$ cat config.mk
export PLATFORM = sky130hd
export DESIGN_NAME = pll_reset_sequencer
export DESIGN_NICKNAME = d
export VERILOG_FILES = /design/src/rtl/pll_reset_sequencer_pkg.sv /design/src/rtl/pll_reset_sequencer_sync_bit.sv /design/src/rtl/pll_reset_sequencer.sv
export SDC_FILE = /design/constraint.sdc
export NUM_CORES = 1
export LEC_CHECK = 0
export ABC_AREA = 0
export CAP_MARGIN = 20
export CORE_MARGIN = 2
export CORE_UTILIZATION = 55
export DETAILED_ROUTE_END_ITERATION = 16
export PLACE_DENSITY_LB_ADDON = 0.08
export SYNTH_ARGS = -nofsm -noshare
export SYNTH_HDL_FRONTEND = slang
export SYNTH_SLANG_ARGS = --single-unit
$ cat constraint.sdc
create_clock -name clock -period 2.6 [get_ports clock]
set_clock_uncertainty 0.2 [all_clocks]
set_input_delay 0.52 -clock clock [delete_from_list [all_inputs] [get_ports clock]]
set_output_delay 0.52 -clock clock [all_outputs]
set_load 0.05 [all_outputs]
$ cat src/rtl/pll_reset_sequencer_pkg.sv
// pll_reset_sequencer_pkg: shared state encoding and counter sizing (rev 1.0)
`default_nettype none

package pll_reset_sequencer_pkg;

  localparam int STATE_W = 2;

  typedef enum logic [STATE_W-1:0] {
    WAIT_LOCK = 2'd0,
    STABILIZE = 2'd1,
    RUN       = 2'd2,
    SOFT_RST  = 2'd3
  } state_t;

  function automatic int cnt_width(input int a, input int b);
    int m;
    m = (a > b) ? a : b;
    return $clog2(m + 1);
  endfunction

endpackage

`default_nettype wire

$ cat src/rtl/pll_reset_sequencer_sync_bit.sv
// sync_bit: SYNC_STAGES-deep single-bit synchroniser, async reset to 0 (rev 1.0)
`default_nettype none

module sync_bit #(
  parameter int SYNC_STAGES = 2
) (
  input  logic clock,
  input  logic reset,
  input  logic d,
  output logic q
);

  logic [SYNC_STAGES-1:0] r_chain;

  always_ff @(posedge clock or posedge reset) begin
    if (reset) begin
      r_chain <= '0;
    end else begin
      r_chain <= {r_chain[SYNC_STAGES-2:0], d};
    end
  end

  assign q = r_chain[SYNC_STAGES-1];

endmodule

`default_nettype wire

$ cat src/rtl/pll_reset_sequencer.sv
// pll_reset_sequencer: holds sys_reset until PLL lock is stable, with lock-loss stats (rev 1.0)
`default_nettype none

module pll_reset_sequencer
  import pll_reset_sequencer_pkg::*;
#(
  parameter int SYNC_STAGES       = 2,
  parameter int STABLE_CYCLES     = 4096,
  parameter int SOFT_RESET_CYCLES = 16,
  parameter int COUNT_WIDTH       = 8
) (
  input  logic                   clock,
  input  logic                   reset,
  input  logic                   pll_locked,
  input  logic                   soft_reset_req,
  input  logic                   clear_status,
  output logic                   sys_reset,
  output logic                   lock_lost,
  output logic [COUNT_WIDTH-1:0] lock_loss_count,
  output logic [STATE_W-1:0]     state
);

  localparam int               CNT_W       = cnt_width(STABLE_CYCLES, SOFT_RESET_CYCLES);
  localparam logic [CNT_W-1:0] STABLE_LAST = CNT_W'(STABLE_CYCLES - 1);
  localparam logic [CNT_W-1:0] SOFT_LAST   = CNT_W'(SOFT_RESET_CYCLES - 1);

  logic                   w_locked_s;
  state_t                 r_state;
  state_t                 w_state_next;
  logic [CNT_W-1:0]       r_cnt;
  logic [CNT_W-1:0]       w_cnt_next;
  logic                   w_loss_event;
  logic [COUNT_WIDTH-1:0] w_count_base;
  logic                   r_sys_reset;
  logic                   r_lock_lost;
  logic [COUNT_WIDTH-1:0] r_loss_count;

  sync_bit #(
    .SYNC_STAGES(SYNC_STAGES)
  ) u_lock_sync (
    .clock(clock),
    .reset(reset),
    .d    (pll_locked),
    .q    (w_locked_s)
  );

  always_ff @(posedge clock or posedge reset) begin
    if (reset) begin
      r_state     <= WAIT_LOCK;
      r_cnt       <= '0;
      r_sys_reset <= 1'b1;
    end else begin
      r_state     <= w_state_next;
      r_cnt       <= w_cnt_next;
      r_sys_reset <= (w_state_next != RUN);
    end
  end

  always_comb begin
    w_state_next = r_state;
    w_cnt_next   = r_cnt;
    w_loss_event = 1'b0;
    case (r_state)
      WAIT_LOCK: begin
        if (w_locked_s) begin
          w_state_next = STABILIZE;
          w_cnt_next   = '0;
        end
      end
      STABILIZE: begin
        if (!w_locked_s) begin
          w_state_next = WAIT_LOCK;
        end else if (r_cnt == STABLE_LAST) begin
          w_state_next = RUN;
        end else begin
          w_cnt_next = r_cnt + CNT_W'(1);
        end
      end
      RUN: begin
        // Lock loss takes priority over a coincident software request.
        if (!w_locked_s) begin
          w_state_next = WAIT_LOCK;
          w_loss_event = 1'b1;
        end else if (soft_reset_req) begin
          w_state_next = SOFT_RST;
          w_cnt_next   = '0;
        end
      end
      SOFT_RST: begin
        if (!w_locked_s) begin
          w_state_next = WAIT_LOCK;
          w_loss_event = 1'b1;
        end else if (r_cnt == SOFT_LAST) begin
          w_state_next = RUN;
        end else begin
          w_cnt_next = r_cnt + CNT_W'(1);
        end
      end
      default: begin
        w_state_next = WAIT_LOCK;
      end
    endcase
  end

  // A clear coinciding with an event counts the event from zero.
  assign w_count_base = clear_status ? '0 : r_loss_count;

  always_ff @(posedge clock or posedge reset) begin
    if (reset) begin
      r_lock_lost  <= 1'b0;
      r_loss_count <= '0;
    end else begin
      r_lock_lost <= w_loss_event | (r_lock_lost & ~clear_status);
      if (w_loss_event) begin
        r_loss_count <= (&w_count_base) ? w_count_base : w_count_base + COUNT_WIDTH'(1);
      end else if (clear_status) begin
        r_loss_count <= '0;
      end
    end
  end

  assign sys_reset       = r_sys_reset;
  assign lock_lost       = r_lock_lost;
  assign lock_loss_count = r_loss_count;
  assign state           = r_state;

endmodule

`default_nettype wire
* After elaboration in Yosys (flattened, before gate mapping)
Index checks and enable logic that the tools add are counted.
** Storage, ports and cells
- Register bits after elaboration :: 27
- Output and inout port bits :: 12
- Input bits :: 5
- Word-level logic and storage cells :: 49
** Cells by class
- Reductions and logical operators :: 4
- Add/sub/neg operators :: 2
- Equality and inequality tests :: 13
- Muxes and demuxes :: 21
- Bitwise gates (word level) :: 3
** Operators with widths (number)
- $mux 13 :: 7
- $pmux 13 s4 :: 1
- $mux 8 :: 3
- $mux 2 :: 7
- $add 13x1->13 const B :: 1
- $eq 13x12->1 const B :: 1
- $eq 13x4->1 const B :: 1
- $add 8x1->8 const B :: 1
- $ne 2x1->1 const B :: 4
- $ne 2x2->1 const B :: 4
- $pmux 2 s4 :: 1
- $reduce_and 8->1 :: 1
- $reduce_and 7->1 :: 1
- $eq 2x2->1 const B :: 2
- $eq 2x1->1 const B :: 1
- $logic_not 2->1 :: 1
- $mux 1 :: 2
- $reduce_or 2->1 :: 1
- $and 1x1->1 :: 1
- $not 1->1 :: 1
- $or 1x1->1 :: 1

* Logic depth before layout (Yosys ltp)
Gate-level depths: netlist (run 1).
- Word-level depth :: 5
- Mapped depth :: 7
- Gate-level depth less buffers :: 6

* Cells and area by module
Synthesis (run 1) repeated with hierarchy kept, for this count alone.
** Second synthesis, totals
- Cells, all modules :: 149
- Area total of the unflattened synthesis :: 1500.2 µm²
** By module, submodules not included
- pll_reset_sequencer :: cells an instance 146, area each 1446.4 µm², seq. area each 626.9 µm², times used 1
- sync_bit :: cells an instance 3, area each 53.8 µm², seq. area each 50.0 µm², times used 1

* Worst setup path before layout (run 1)
Ideal clock, no wire load.
- Kind :: register to register
- Start point :: register r_state[0], in the netlist state[0]
- End point :: register r_cnt[2]
- Library setup time :: 82 ps
- Required time :: 2318 ps
- Clock period less this slack :: 2283 ps
- Arrival :: 2001 ps
- Cell stages (with the launch flop) :: 7
- Setup slack :: 317 ps
- Buffers on the path :: 2
- Cells stage by stage :: dfrtp_1 -> nand4b_1 -> or4_4 -> and3_4 -> buf_6 -> buf_8 -> a31oi_1
** Between the ends
- Word-level cells in the longest chain between the ends :: 3
- Elaborated cells on any way between the ends :: 13
- Classes of those cells :: 10 x eq/ne; 1 x mux; 2 x reduce/logical
** RTL lines
- start, declared :: line pll_reset_sequencer.sv:28 : state_t r_state;
- start signal, assigned :: line pll_reset_sequencer.sv:53 : r_state <= w_state_next;
- $eq 2x1->1 (tied with other cells) :: line pll_reset_sequencer.sv:63 : case (r_state)
- $ne 2x1->1 (no source line) or $ne 2x2->1 (tied branches)
- $reduce_and 7->1 (no source line)
- end signal, assigned :: line pll_reset_sequencer.sv:54 : r_cnt <= w_cnt_next;
- end, declared :: line pll_reset_sequencer.sv:30 : logic [CNT_W-1:0] r_cnt;
Parallel ways exist; a longest one is shown, timed or not.
A chain may end at the register's enable or synchronous reset.

* Final worst setup path (run 1)
- Start point :: register r_sys_reset, in the netlist sys_reset
- End point :: output port sys_reset
** RTL lines
- start, declared :: line pll_reset_sequencer.sv:34 : logic r_sys_reset;
- start signal, assigned :: line pll_reset_sequencer.sv:55 : r_sys_reset <= (w_state_next != RUN);
- end, declared :: line pll_reset_sequencer.sv:17 : output logic sys_reset,
No word-level cell between the ends.

==> qor.csv, run 1 <==
stage,metric,value,unit
worst_setup_path,cp.required,1880,ps
grt,grt_pass1_wl,5368,microns
routing,dr.first_iter.drc_count,30,
pwr,peakVddDrop,0.4063,mV
die,core.rowCount,18,
layout,final_util,0.6787,
grt,grt_max_degree,28,
yosys,async_flop_share,1.000,
cts,postCtsSetupRepairBufs,0,
yosys,syn_area,1475,sq um
worst_setup_path,arrival,1690,ps
die,core-area,2500,sq um
sta,final_max_slew_viol_count,0,
routing,vias_per_cell,6.209,
yosys,synthFlopType,dfrtp_1,
pwr,p_comb_frac,0.120,
worst_setup_path,slowest_stage,clkdlybuf4s50_1,
hold_path,worstHoldStart,u_lock_sync.r_chain[0],
layout,mostFrequentLayoutCell,dfrtp_1,
placement,hpwl,2205,microns
layout,syn_to_final_growth,15.01,%
grt,antenna_found_initial,0,
yosys,synthCells,152,
worst_setup_path,rrSetupSlack,340,ps
pwr,p_sw_frac,0.3054,
layout,nets,179,
pwr,power.density,472.8,nW/um^2
sta,tightestPinTransition,515.7,ps
grt,grt_remaining_overflow,0,
grt,first_global_vias,1176,
cts,hold_buffers,0,
placement,placed_area,1669,sq um
sta,period_needed,2414,ps
yosys,ys_warn_count,0,
cts,clk-insertion-delay-late,330,ps
worst_setup_path,cp-end-kind,output port,
die,die-height,55.79,microns
cts,root_buffer,clkbuf_4,
worst_setup_path,critPathKind,reg -> out,
run_status,status,completed,
layout,drive_above_1_share,0.1111,
cts,cts_inserted_buffers,3,
layout,final_area,1697,sq um
die,io_pins,17,
pwr,p_leak,0.7090,nW
hold_path,hold_path.class,reg -> reg,
sta,rsz0062_at_grt,false,
die,design.die.area,3113,sq um
sta,post-route-period-util,0.9284,
yosys,ys_types,45,
cts,cts.sinks,27,
hold_path,hold_path_depth,0,
grt,busiest_layer,met2,
cts,clk_pin_slew,160,ps
yosys,synth-edff-count,0,
cts,cts_tree,done,
sta,finalSetupTns,0,ps
routing,wl_per_cell,15.54,microns
yosys,syn_area_per_cell,9.705,sq um
routing,drt-total-wl,3124,microns
job,max_cap_viol_count,0,
cts,htreeDepth,1,
worst_setup_path,cp_num_buf_inv,1,
layout,final_cell_mix,"dfrtp_1 (26), nand2_1 (17), a31oi_1 (16)",
cts,cts_max_path_buffers,2,
routing,vias,1248,
hold_path,holdPathEnd,u_lock_sync.r_chain[1],
grt,grtUsageMet2,0.3435,
sta,slew_headroom,0.6551,
pwr,p_int,557.2,uW
cts,cts_resized,0,
yosys,ys_seq_elements,27,
worst_setup_path,crit_chain,clkdlybuf4s50_1,
sta,hold_viol,0,
routing,drc,0,
yosys,yosysSeqAreaShare,0.4589,
grt,met3_usage,0.03023,
routing,drtAntennaViolNets,0,
layout,n_antenna_cell,0,
yosys,synth_nets,159,
worst_setup_path,rr_worst_depth,5,
layout,fin_cells,201,
pwr,power.share.clock,0.241,
worst_setup_path,worst_path_dominant_cell_family,buffers and inverters,
die,die_width,55.79,microns
sta,setup_violations,0,
sta,setup_slack,186.1,ps
routing,dr.pass1.iters,4,
worst_setup_path,r2r-end,r_cnt[9],
worst_setup_path,regToRegStartpoint,r_cnt[0],
placement,place.gp.congestion,0.8813,
placement,port_buffers,16,
worst_setup_path,cpPeakStageDelay,810,ps
placement,dpl.cell_count,197,
die,start_util,0.5901,
worst_setup_path,critPathLaunchType,register,
pwr,power_switching,244.9,uW
sta,clock.fmax,414.3,MHz
pwr,pwr-share-seq,0.639,
placement,pre_cts_slack,32.61,ps
worst_setup_path,crit_fanout,1,
grt,gr-usage-all-layers,0.2128,
grt,grt_util_met1,0.2930,
state kept, by name, indices dropped and copies added (netlist names):
signal and cells:
lock_loss_count 8, state 2, u_lock_sync.r_chain 2, r_cnt 13, sys_reset 1, lock_lost 1
worst max-delay path by stage:
stage / start / to / cells past startpoint
6_report: sys_reset / sys_reset / 1
4_1_cts: sys_reset / sys_reset / 1
3_5_place_dp: clear_status / lock_loss_count[2] / 8
2_1_floorplan: state[0] / r_cnt[2] / 6
3_3_place_gp: clear_status / lock_loss_count[1] / 6
5_1_grt: state[1] / state[1] / 1
cell type report:
cell class / count / area [sq um]
multi-input cells: 112 / 729.5
clock buffers: 3 / 22.52
flip-flops and latches: 27 / 676.9
inverters: 6 / 22.52
repair buffers: 22 / 202.7
fillers: 191 / 803.3
well taps: 30 / 37.54
clock inverters: 1 / 5.005
cell families (layout without fill, tap and decap cells):
| logic type | Yosys count | after routing | synth area share |
|---|---|---|---|
| xor gates and xnor gates | 3 | 3 | 0.01781 |
| buffers and inverters | 13 | 32 | 0.04664 |
| DFF | 27 | 27 | 0.4589 |
| adders and majority gates | 2 | 2 | 0.01696 |
| AOI/OAI and AO/OA | 37 | 37 | 0.1671 |
| muxes | 4 | 4 | 0.02884 |
| and+or+nand+nor | 66 | 66 | 0.2638 |
power groups by stage:
| stage | combinational [mW] | clock, mW | sequential (mW) |
|---|---|---|---|
| after detailed placement | 0.0965 | 0 | 0.517 |
| after floorplan | 0.0868 | 0 | 0.498 |
| final | 0.0962 | 0.193 | 0.512 |
| after global placement | 0.0931 | 0 | 0.516 |
| after global routing | 0.111 | 0.207 | 0.520 |
| after CTS | 0.0970 | 0.194 | 0.510 |
metal layers:
metal,share of wire,vias up
li1,-,605
met1,0.51,608
met2,0.44,31
met3,0.040,4
met4,0.0099,0
met5,0,-
cell usage after synthesis (3+ instances only):
cell,number,area [sq um]
o21ai_0,4,20.02
nand4_1,4,25.02
clkbuf_1,4,15.01
nor3_1,3,15.01
nand2_1,17,63.81
nand3_1,4,20.02
inv_1,6,22.52
a21oi_1,4,20.02
nor2_1,6,22.52
nand2b_1,6,37.54
o31ai_1,3,22.52
nor2b_1,5,31.28
dfrtp_1,26,650.6
a31oi_1,16,100.1
metrics by stage:
stage | total power, mW | hold slack (ps)
floorplan | 0.5852 | 131.2
global placement | 0.6089 | 137.9
detailed placement | 0.6139 | 140.5
CTS | 0.8004 | 174.8
global route | 0.8382 | 188.4
finish | 0.8021 | 171.5
No activity file was read; power rests on OpenSTA's default activity.
==> run 2: changes to the inputs <==
Settings changed: CORE_UTILIZATION 55 to 30, SYNTH_HIERARCHICAL from default to 1.
==> run 2 against run 1 <==
Die area increased by 79%. Critical endpoint is now state[0]. Sequential power decreased by 14%. First-iteration DRC count is 60% higher. Maximum frequency down 0.78%. Largest power group unchanged. Worst setup slack got worse by 19 ps. Sequential share of layout area down 2.9 points. Area after synthesis increased by 1.7%. Flip-flop and latch count is the same. Critical path depth did not move. Highest routed layer unchanged.
==> qor.csv, run 2 <==
stage,metric,value,unit,change
cts,cts.sinks,27,,unchanged
yosys,synthFlopType,dfrtp_1,,unchanged
sta,tightestPinTransition,570.2,ps,was 515.7 ps
cts,cts_max_path_buffers,2,,unchanged
yosys,ys_seq_elements,27,,unchanged
cts,postCtsSetupRepairBufs,0,,unchanged
worst_setup_path,worst_path_dominant_cell_family,buffers and inverters,,unchanged
grt,grt_remaining_overflow,0,,unchanged
layout,final_util,0.3820,,was 0.6787
layout,nets,179,,unchanged
sta,slew_headroom,0.6195,,was 0.6551
grt,antenna_found_initial,0,,unchanged
grt,grt_max_degree,15,,was 28
sta,final_max_slew_viol_count,0,,unchanged
job,max_cap_viol_count,0,,unchanged
sta,setup_violations,0,,unchanged
placement,pre_cts_slack,-82.27,ps,was 32.61 ps
yosys,syn_area_per_cell,10.07,sq um,was 9.705 sq um
yosys,async_flop_share,1.000,,unchanged
yosys,synthCells,149,,was 152
die,core-area,4786,sq um,was 2500 sq um
pwr,p_total,739.0,uW,was 802.1 uW
sta,setup_slack,167.1,ps,was 186.1 ps
routing,vias,1290,,was 1248
layout,syn_to_final_growth,21.85,%,was 15.01%
grt,grt_pass1_wl,6072,microns,was 5368 microns
worst_setup_path,cp-end-kind,output port,,unchanged
layout,largest_reg_flops,13,,unchanged
yosys,synth_area_leaders,"dfrtp_1 (43%), o41ai_1 (5.3%), o31ai_1 (2.5%)",,"was dfrtp_1 (44%), a31oi_1 (6.8%), nand2_1 (4.3%)"
routing,wl_per_cell,15.07,microns,was 15.54 microns
hold_path,hold_path.class,reg -> reg,,unchanged
layout,n_antenna_cell,0,,unchanged
die,design.die.area,5582,sq um,was 3113 sq um
yosys,netlist.area_leader.share,0.4337,,was 0.4411
cts,cts_resized,0,,unchanged
sta,clock.fmax,411.0,MHz,was 414.3 MHz
yosys,syn_area,1500,sq um,was 1475 sq um
yosys,synth_common_cells,"dfrtp_1 (26), o41ai_1 (9), nand2_1 (8)",,"was dfrtp_1 (26), nand2_1 (17), a31oi_1 (16)"
yosys,synth_nets,156,,was 159
routing,vias_per_cell,5.420,,was 6.209
layout,fillers,489,,was 191
die,die-height,74.72,microns,was 55.79 microns
die,core.rowCount,25,,was 18
cts,cts_inserted_buffers,3,,unchanged
layout,final_area,1828,sq um,was 1697 sq um
routing,dr.first_iter.drc_count,48,,was 30
layout,regArea,676.9,sq um,unchanged
worst_setup_path,slowest_stage,clkdlybuf4s50_1,,unchanged
cts,root_buffer,clkbuf_8,,was clkbuf_4
worst_setup_path,crit_chain,clkdlybuf4s50_1,,unchanged
die,die_width,74.72,microns,was 55.79 microns
worst_setup_path,critPathKind,reg -> out,,unchanged
grt,first_global_vias,1295,,was 1176
yosys,ys_warn_count,6,,was 0
yosys,synth_area_leader_cell,dfrtp_1,,unchanged
sta,post-route-period-util,0.9357,,was 0.9284
run_status,status,completed,,unchanged
yosys,yosysSeqAreaShare,0.4512,,was 0.4589
worst_setup_path,rrSetupSlack,370,ps,was 340 ps
placement,hpwl,2625,microns,was 2205 microns
sta,finalSetupTns,0,ps,unchanged
pwr,p_leak,0.7283,nW,was 0.7090 nW
worst_setup_path,cp_num_buf_inv,1,,unchanged
yosys,synth.most_common_cell,dfrtp_1,,unchanged
layout,mostFrequentLayoutCell,dfrtp_1,,unchanged
layout,final_cell_mix,"dfrtp_1 (26), clkdlybuf4s50_1 (16), buf_4 (11)",,"was dfrtp_1 (26), nand2_1 (17), a31oi_1 (16)"
routing,drt-total-wl,3586,microns,was 3124 microns
cts,cts_tree,done,,unchanged
sta,rsz0062_at_grt,false,,unchanged
layout,regMostFlops,r_cnt,,unchanged
worst_setup_path,arrival,1710,ps,was 1690 ps
cts,htreeDepth,1,,unchanged
worst_setup_path,cpPeakStageDelay,880,ps,was 810 ps
sta,period_needed,2433,ps,was 2414 ps
sta,hold_viol,0,,unchanged
grt,gr-usage-all-layers,0.1441,,was 0.2128
placement,port_buffers,16,,unchanged
routing,drtAntennaViolNets,0,,unchanged
placement,place.gp.congestion,0.8506,,was 0.8813
layout,drive_above_1_share,0.1170,,was 0.1111
routing,dr.pass1.iters,4,,unchanged
cts,clk-insertion-delay-late,270,ps,was 330 ps
worst_setup_path,crit_fanout,11,,was 1
worst_setup_path,critPathLaunchType,register,,unchanged
routing,drc,0,,unchanged
worst_setup_path,cp.required,1880,ps,about the same
cts,clk_pin_slew,90,ps,was 160 ps
pwr,peakVddDrop,0.1777,mV,was 0.4063 mV
yosys,ys_types,42,,was 45
die,io_pins,17,,unchanged
die,start_util,0.3135,,was 0.5901
layout,multiInputGateArea,753.2,sq um,was 729.5 sq um
pwr,power.density,404.3,nW/um^2,was 472.8 nW/um^2
placement,placed_area,1783,sq um,was 1669 sq um
yosys,synth-edff-count,0,,unchanged
cts,hold_buffers,0,,unchanged
[run 2: final timing paths]
path                                        start                endpoint  cells after the start
min in group asynchronous                   reset  u_lock_sync/r_chain[0]                      2
max in group asynchronous                   reset                r_cnt[5]                      3
min                        u_lock_sync/r_chain[0]  u_lock_sync/r_chain[1]                      0
min reg2reg                u_lock_sync/r_chain[0]  u_lock_sync/r_chain[1]                      0
max                                      state[0]                state[0]                      1
max reg2reg                              r_cnt[8]               r_cnt[11]                      5
[run 2: final cells by class]
| type | count | share of cell area |
|---|---|---|
| clock buffer | 4 | 0.02464 |
| inverter | 7 | 0.01437 |
| multi-input combinational | 106 | 0.4120 |
| sequential | 27 | 0.3703 |
| tap | 67 | 0.04586 |
| timing repair buffer | 27 | 0.1328 |
[run 2: kinds of logic (layout without fill, tap and decap cells)]
family                     after synthesis  count (layout)  synth area share
xor gates and xnor gates                 4               4           0.02336
adders and majority gates                2               2           0.01668
AOI/OAI and AO/OA                       37              37            0.2010
buffers and inverters                   16              38           0.04671
muxes                                    4               4           0.02752
DFF                                     27              27            0.4512
and+or+nand+nor                         59              59            0.2335
[run 2: through the flow]
step / hold WS, ps / std cells
3_3_place_gp: 139.8 / 234
2_1_floorplan: 61.18 / 149
4_1_cts: 171.2 / 238
6_report: 164.3 / 238
3_5_place_dp: 143.3 / 234
5_1_grt: 185.0 / 238
[run 2: where the power goes]
part | internal (mW) | switching, mW
Clock | 0.110 | 0.128
Combinational | 0.0260 | 0.0348
Sequential | 0.428 | 0.0122
[run 2: layer usage]
metal | up-vias | routed length, microns | track usage
met3 | 8 | 152 | 0.02410
met1 | 634 | 1629 | 0.1813
li1 | 612 | - | -
met2 | 36 | 1728 | 0.2350
met5 | - | 0 | 0
met4 | 0 | 76 | 0.08135
